===== config.mk =====
export PLATFORM = sky130hd
export DESIGN_NAME = buzzer_arbiter
export DESIGN_NICKNAME = d
export VERILOG_FILES = /design/src/rtl/buzzer_pkg.sv /design/src/rtl/buzzer_arbiter_tone_gen.sv /design/src/rtl/buzzer_arbiter.sv
export SDC_FILE = /design/constraint.sdc
export NUM_CORES = 1
export LEC_CHECK = 0
export BUFFER_PORTS_ARGS = -buffer_cell sky130_fd_sc_hd__buf_2
export CAP_MARGIN = 20
export CORE_MARGIN = 1
export CORE_UTILIZATION = 63
export DETAILED_ROUTE_END_ITERATION = 6
export PLACE_DENSITY = 0.8
export SLEW_MARGIN = 20
export SYNTH_ARGS = -nofsm -noshare
export SYNTH_HDL_FRONTEND = slang
export SYNTH_SLANG_ARGS = --single-unit
export TNS_END_PERCENT = 10

===== constraint.sdc =====
create_clock -name clk -period 3.49 [get_ports clk]
set_input_delay 0 -clock clk [delete_from_list [all_inputs] [get_ports clk]]
set_output_delay 0 -clock clk [all_outputs]
set_load 0.02 [all_outputs]

===== src/rtl/buzzer_pkg.sv =====
// buzzer_pkg: shared states, grant encodings and default timing for the buzzer arbiter.
// The KEY state exists only when BUZZER_KEY_CLICK_EN is defined.
package buzzer_pkg;
   localparam int DEF_CLK_HZ     = 1024;
   localparam int DEF_LO_DIV     = 4;
   localparam int DEF_HI_DIV     = 2;
   localparam int DEF_BEEP_TICKS = 256;
   localparam int DEF_ALARM_SEC  = 20;
   localparam int DEF_KEY_TICKS  = 32;
   localparam logic [2:0] G_IDLE  = 3'b000;
   localparam logic [2:0] G_ALARM = 3'b100;
   localparam logic [2:0] G_CHIME = 3'b010;
   localparam logic [2:0] G_KEY   = 3'b001;
   typedef enum logic [2:0] {
      IDLE, ALARM, CH_ON, CH_OFF, CH_HI
`ifdef BUZZER_KEY_CLICK_EN
      , KEY
`endif
   } state_t;
endpackage


===== src/rtl/buzzer_arbiter_tone_gen.sv =====
// tone_gen: square wave that starts high on enable and toggles every div cycles.
module tone_gen #(
   parameter int W = 3
) (
   input  logic         clk,
   input  logic         rst_n,
   input  logic         en,
   input  logic [W-1:0] div,
   output logic         out
);
   logic [W-1:0] cnt;
   logic         ph;
   always_ff @(posedge clk or negedge rst_n) begin
      if (!rst_n) begin
         cnt <= '0;
         ph  <= 1'b1;
      end else if (!en) begin
         cnt <= '0;
         ph  <= 1'b1;
      end else if (cnt >= div - 1'b1) begin
         cnt <= '0;
         ph  <= !ph;
      end else begin
         cnt <= cnt + 1'b1;
      end
   end
   assign out = en & ph;
endmodule


===== src/rtl/buzzer_arbiter.sv =====
// buzzer_arbiter: fixed-priority piezo sharing (alarm > chime > key) with tone sequencing.
// The key-click path is built only when BUZZER_KEY_CLICK_EN is defined.
module buzzer_arbiter
   import buzzer_pkg::*;
#(
   parameter int CLK_HZ     = DEF_CLK_HZ,
   parameter int LO_DIV     = DEF_LO_DIV,
   parameter int HI_DIV     = DEF_HI_DIV,
   parameter int BEEP_TICKS = DEF_BEEP_TICKS,
   parameter int ALARM_SEC  = DEF_ALARM_SEC,
   parameter int KEY_TICKS  = DEF_KEY_TICKS
) (
   input  logic       clk,
   input  logic       rst_n,
   input  logic       alarm_req,
   input  logic       chime_req,
   input  logic       key_req,
   input  logic       ack,
   output logic       buzz,
   output logic [2:0] grant,
   output logic       busy
);
   localparam int ALARM_CYC = ALARM_SEC * CLK_HZ;
   localparam int GATE      = CLK_HZ / 8;
   localparam int DUR_W     = $clog2(ALARM_CYC);
   localparam int DIV_W     = $clog2(LO_DIV > HI_DIV ? LO_DIV : HI_DIV) + 1;
   state_t           state, state_n;
   logic [DUR_W-1:0] dur;
   logic [1:0]       beep_cnt, beep_cnt_n;
   logic             silenced, silenced_n, ring, alarm_to, is_key, tone_en, is_chime;
   logic [DIV_W-1:0] div;
`ifdef BUZZER_KEY_CLICK_EN
   assign is_key = state == KEY;
`else
   logic unused_key;
   assign unused_key = key_req;
   assign is_key     = 1'b0;
`endif
   assign ring     = alarm_req && !silenced;
   assign alarm_to = state == ALARM && dur == DUR_W'(ALARM_CYC - 1);
   always_ff @(posedge clk or negedge rst_n) begin
      if (!rst_n) begin
         state    <= IDLE;
         dur      <= '0;
         beep_cnt <= '0;
         silenced <= 1'b0;
      end else begin
         state    <= state_n;
         dur      <= (state_n != state) ? '0 : dur + 1'b1;
         beep_cnt <= beep_cnt_n;
         silenced <= silenced_n;
      end
   end
   always_comb begin
      state_n    = state;
      beep_cnt_n = beep_cnt;
      silenced_n = !alarm_req ? 1'b0 : (state == ALARM && (ack || alarm_to)) ? 1'b1 : silenced;
      case (state)
         IDLE: begin
            if (ring) state_n = ALARM;
            else if (chime_req) begin
               state_n    = CH_ON;
               beep_cnt_n = '0;
            end
`ifdef BUZZER_KEY_CLICK_EN
            else if (key_req) state_n = KEY;
`endif
         end
         ALARM:  if (!alarm_req || ack || alarm_to) state_n = IDLE;
         CH_ON:  if (dur == DUR_W'(BEEP_TICKS - 1)) state_n = CH_OFF;
         CH_OFF: begin
            if (dur == DUR_W'(CLK_HZ - BEEP_TICKS - 1)) begin
               state_n    = (beep_cnt == 2'd3) ? CH_HI : CH_ON;
               beep_cnt_n = beep_cnt + 1'b1;
            end
         end
         CH_HI:  if (dur == DUR_W'(CLK_HZ - 1)) state_n = IDLE;
`ifdef BUZZER_KEY_CLICK_EN
         KEY:    if (dur == DUR_W'(KEY_TICKS - 1)) state_n = IDLE;
`endif
         default: state_n = IDLE;
      endcase
      // an alarm abandons whatever lower-priority pattern is playing
      if (state != IDLE && state != ALARM && ring) state_n = ALARM;
   end
   always_comb begin
      is_chime = state == CH_ON || state == CH_OFF || state == CH_HI;
      grant    = state == ALARM ? G_ALARM : is_chime ? G_CHIME : is_key ? G_KEY : G_IDLE;
      busy     = grant != G_IDLE;
      tone_en  = (state == ALARM && ((int'(dur) / GATE) % 2) == 0) || state == CH_ON ||
                 state == CH_HI || is_key;
      div      = state == CH_ON ? DIV_W'(LO_DIV) : DIV_W'(HI_DIV);
   end
   tone_gen #(.W(DIV_W)) u_tone (
      .clk  (clk),
      .rst_n(rst_n),
      .en   (tone_en),
      .div  (div),
      .out  (buzz)
   );
endmodule


== After elaboration in Yosys (flattened, before gate mapping) ==
Index checks and enable logic that the tools add are counted.

* $mul: 0
* Divide/modulo/power cells: 0
* Magnitude comparators: 1
* Mux-type cells: 23
* $add $sub $neg: 4
* Reduce and logical (&&, ||, !) cells: 22
* Bitwise operators: 1
* Shifts and indexed selects: 0
* Eq/ne operators: 16

{| class="wikitable"
|+ Operators with widths
! cell !! number
|-
| $mux W3 || 12
|-
| $logic_not A32 Y1 || 1
|-
| $eq A15 B10 Y1 const B || 2
|-
| $add A15 B1 Y15 const B || 1
|-
| $eq A15 B15 Y1 const B || 1
|-
| $eq A15 B8 Y1 const B || 1
|-
| $mux W15 || 1
|-
| $pmux W3 S5 || 1
|-
| $mux W2 || 4
|-
| $ne A2 B2 Y1 const B || 4
|-
| $logic_or A1 B1 Y1 || 7
|-
| $eq A3 B2 Y1 const B || 2
|-
| $logic_and A1 B1 Y1 || 6
|-
| $reduce_bool A3 Y1 || 2
|-
| $mux W1 || 4
|-
| $pmux W2 S2 || 1
|-
| $reduce_and A4 Y1 || 1
|-
| $add A3 B1 Y3 const B || 1
|-
| $eq A3 B1 Y1 const B || 1
|-
| $eq A3 B3 Y1 const B || 1
|-
| $ge A3 B3 Y1 || 1
|-
| $logic_not A1 Y1 || 3
|-
| $logic_not A3 Y1 || 1
|-
| $ne A3 B1 Y1 const B || 1
|-
| other kinds (7) || 7
|}

* Output and inout port bits: 5
* Bits in writable memories: 0
* ROM bits: 0
* Memories: 0
* Word-level logic and storage cells: 73
* Flip-flop bits (word level): 25
* Latch bits: 0

== Logic depth before layout (Yosys ltp) ==
* Depth after elaboration: 8
* Mapped depth: 7
* Mapped depth without buffers: 6

== By module ==
From an unflattened synthesis, not the netlist that was laid out.

* Cell total of the unflattened synthesis: 161
* Area total of the unflattened synthesis: 1664.1 sq um

{| class="wikitable"
|+ By module, submodules not included
! module !! area an instance (sq um) !! cells each !! times used
|-
| buzzer_arbiter || 1382.6 || 135 || 1
|-
| tone_gen || 281.5 || 26 || 1
|}

== Worst setup path after synthesis ==
No wires, ideal clock.

* Path type: register -> register
* Start: register dur[10]
* End: register dur[1]
* Arrival time: 2204 ps
* Required time: 3356 ps
* Setup slack: 1152 ps
* Clock period less this slack: 2338 ps
* Stages on the path, launching flop included: 7
* Cells stage by stage: dfrtp_1 > or4_4 > or4_4 > or4_4 > nand4_4 > buf_12 > nor3b_1

* Word-level cells in the longest chain between the ends: 8

{| class="wikitable"
|+ Ends and longest elaborated chain
! element !! RTL line !! source
|-
| from (decl) || buzzer_arbiter.sv:28 || <nowiki>logic [DUR_W-1:0] dur;</nowiki>
|-
| from (signal assigned) || buzzer_arbiter.sv:49 || <nowiki>dur <= (state_n != state) ? '0 : dur + 1'b1;</nowiki>
|-
| $eq A15 B15 Y1 || buzzer_arbiter.sv:40 || <nowiki>assign alarm_to = state == ALARM && dur == DUR_W'(ALARM_CYC - 1);</nowiki>
|-
| $logic_and A1 B1 Y1 || buzzer_arbiter.sv:40 ||
|-
| $logic_or A1 B1 Y1 || buzzer_arbiter.sv:69 || <nowiki>ALARM: if (!alarm_req || ack || alarm_to) state_n = IDLE;</nowiki>
|-
| $mux W3 || buzzer_arbiter.sv:69 ||
|-
| $pmux W3 S5 * || buzzer_arbiter.sv:58 || <nowiki>case (state)</nowiki>
|-
| $mux W3 * || buzzer_arbiter.sv:84 || <nowiki>if (state != IDLE && state != ALARM && ring) state_n = ALARM;</nowiki>
|-
| $ne A3 B3 Y1 * || buzzer_arbiter.sv:49 ||
|-
| $mux W15 * || buzzer_arbiter.sv:49 ||
|}

Mark *: on every way between the ends. The rest lies on a longest branch, timed or not.
A chain may end at the register's enable or synchronous reset.

== Final worst setup path ==
* Start: register dur[10]
* End: register dur[8]

The elaborated chain is that of the path after synthesis.

==> impl_metrics.tcl <==
set metrics [dict create \
    outcome "completed" \
    syn2layout_area_growth_pct 6.16 \
    min_period_ns 2.41 \
    grt_pass1_vias 1032 \
    clkLatencyLatePin_ns 0.31 \
    ys_seq_elements 25 \
    postSynthNetCount 155 \
    cts_max_path_buffers 2 \
    fin_skew_ns 0.00105 \
    core-area_um2 2040 \
    cts_inserted_buffers 3 \
    synth_area_per_cell_um2 9.80 \
    worst_pin_slew_ns 0.607 \
    final_common_cell "dfrtp_1" \
    final_area_um2 1510 \
    ys_warn_count 0 \
    layoutNonFillerInstCount 180 \
    setup_tns_ns 0 \
    worst-path-max-fanout 15 \
    drive_above_1_share_pct 14.4 \
    vias 1086 \
    setup_violations 0 \
    yosysTopAreaCell "dfrtp_1" \
    cts_resized 0 \
    r2r_end "dur[8]$_DFF_PN0_" \
    slowest_delay_ns 0.56 \
    remaining_drc_errors 0 \
    utilization_pct 73.9 \
    grt_pass1_wl_mm 4.26 \
    synth_cell_types 39 \
    ioPinCount 11 \
    syn_inst 145 \
    finalMaxSlewViolations 0 \
    cp_data_arrival_time_ns 2.62 \
    start_kind "flop" \
    crit_required_ns 3.70 \
    start_util_pct 69.6 \
    leakagePower_nw 0.629 \
    min_path_type "in -> reg" \
    track_usage_pct 22.5 \
    die_area_um2 2450 \
    clockRootBuffer "clkbuf_4" \
    max_freq_mhz 415 \
    num_rows 16 \
    maxCapViolCount 0 \
    crit_family "simple AND/OR/NAND/NOR gates" \
    hold_start "ack" \
    antenna_found_initial 0 \
    power.density_nw_per_um2 531 \
    reg2reg_slack_ns 1.08 \
    first_iter_violations 24 \
    die_y_um 49.5 \
    routabilityCongestion 0.896 \
    final_cell_mix "dfrtp_1 (24), nor3_1 (15), nand2_1 (10), xor2_1 (9)" \
    syn_area_um2 1420 \
    hpwl_mm 1.80 \
    drt-total-wl_mm 2.53 \
    post_dp_cell_area_um2 1450 \
    viasPerCell 6.03 \
    placed_cells 173 \
    worst-setup-path-type "reg -> reg" \
    hold_violations 0 \
    synth_area_leaders "dfrtp_1 (42%), xor2_1 (5.5%), nor3_1 (5.3%)" \
    yosysTopAreaCellShare_pct 42.3 \
    post_cts_buffers 0 \
    port_buffers 8 \
    chipWidth_um 49.5 \
    final_net_count 164 \
    cts_tree "built" \
    clk_pin_slew_worst_paths_ns 0.13 \
    min_delay_path_depth 3 \
    critPathMostFrequentCell "or4_4" \
    ir_drop_mv 0.472 \
    r2r-start "dur[10]$_DFF_PN0_" \
    slowest_stage "or4_4" \
    grt.overflow.total 0 \
    drtAntennaViolNets 0 \
    wl_per_cell_um 14.1 \
    grt_start_max_net_pins 26 \
    crit_chain "or4_4 > or4_4 > or4_4 > nand4_4 > nor3_1" \
    drt_pass1_iterations 4 \
    diodes 0 \
    max_slew_margin_pct 59.1 \
    period_share_pct 69.0 \
    rsz0062_at_grt "no" \
    cts.sinks 25 \
    hold_end "silenced$_DFFE_PN0P_" \
    cp-end-kind "flop" \
    htreeDepth 1 \
    path_buf_inv 0 \
    seq_area_frac_synth_pct 44.1 \
    r2r_cells 5 \
]
report_power, final:
part / internal [mW] / switching, mW / total [mW]
registers: 0.327 / 0.0481 / 0.375
logic: 0.113 / 0.185 / 0.298
clock network: 0.0429 / 0.0859 / 0.129
cells by family (layout without fill, tap and decap cells):
kind of cell             after synthesis  in the layout  share of synthesized area [%]
AND/OR/NAND/NOR                       72             72                           30.6
flip-flops                            25             25                           44.1
AO/OA/AOI/OAI                         17             17                           7.39
XOR/XNOR                              15             15                           9.24
buffers and inverters                 10             18                           4.14
adder cells (fa/ha/maj)                4              4                           3.52
other                                  1              1                          0.264
multiplexers                           1              1                          0.704
worst max-delay path by stage:
stage / end / slack [ns] / start / cells after the start
2_1_floorplan: dur[1]$_DFF_PN0_ / 1.15 / dur[10]$_DFF_PN0_ / 6
3_3_place_gp: dur[7]$_DFF_PN0_ / 1.12 / dur[10]$_DFF_PN0_ / 5
3_5_place_dp: dur[10]$_DFF_PN0_ / 1.10 / dur[10]$_DFF_PN0_ / 5
4_1_cts: dur[8]$_DFF_PN0_ / 1.08 / dur[10]$_DFF_PN0_ / 5
5_1_grt: dur[8]$_DFF_PN0_ / 0.95 / dur[0]$_DFF_PN0_ / 6
6_report: dur[8]$_DFF_PN0_ / 1.08 / dur[10]$_DFF_PN0_ / 5
routing by layer:
metal | share of wire, % | up-vias | global-route usage (%)
met5 | 0 | - | 0
met4 | 0.95 | 0 | 8.10
met3 | 3.9 | 4 | 3.70
met2 | 49 | 31 | 39.7
met1 | 46 | 514 | 27.8
li1 | - | 537 | -
registers in the layout (all words and copies together), names as in the netlist:
name        flops
u_tone.cnt      3
silenced        1
u_tone.ph       1
dur            15
state           3
beep_cnt        2
layout make-up:
type,instances,area (um^2)
Timing Repair Buffer,12,77.6
Inverter,2,7.51
Multi-Input combinational cell,110,736
Sequential cell,25,627
Clock inverter,1,5.00
Fill cell,165,533
Clock buffer,3,22.5
Tap cell,27,33.8
through the flow:
stage	setup slack [ns]	power [mW]	hold slack, ns
after floorplan	1.15	0.620	-0.296
after detailed placement	1.10	0.677	0.0149
after global placement	1.12	0.661	0.0106
final	1.08	0.801	0.0112
after CTS	1.08	0.807	0.0118
after global routing	0.946	0.856	0.0204
what timing repair did:
| item | 4_1_cts | 5_1_grt |
|---|---|---|
| hold buffers | 3 | 0 |
| hold endpoints to repair | 26 | 0 |
| setup endpoints to repair | 0 | 0 |
worst reg2reg max path, delay by kind of cell, from the launching register on:
| kind | cells | cell delay [ns] |
|---|---|---|
| and+or+nand+nor | 5 | 1.86 |
| DFF | 1 | 0.44 |
cells in the mapped netlist:
library cell	n
or3b_2	3
a21oi_1	2
and2_1	1
nand4_4	1
and3_1	2
xor2_1	9
a211oi_1	1
and4_1	1
nor3_1	15
nor4_1	3
dfstp_2	1
or4_4	3
a21o_1	1
conb_1	1
mux2i_1	1
nand2b_1	4
ha_1	4
o22ai_1	1
a21boi_0	2
nand4b_1	1
xnor2_1	6
o21a_1	2
buf_2	1
inv_1	2
and4b_1	1
o2111ai_1	1
nand3b_1	2
buf_4	1
nand2_1	10
dfrtp_1	24
buf_12	1
clkbuf_1	5
nor3b_1	4
nand3_1	6
nor2b_1	2
nand4_1	4
o21ai_0	7
nor2_1	8
or4_2	1
Power figures use the tool's default switching activity.
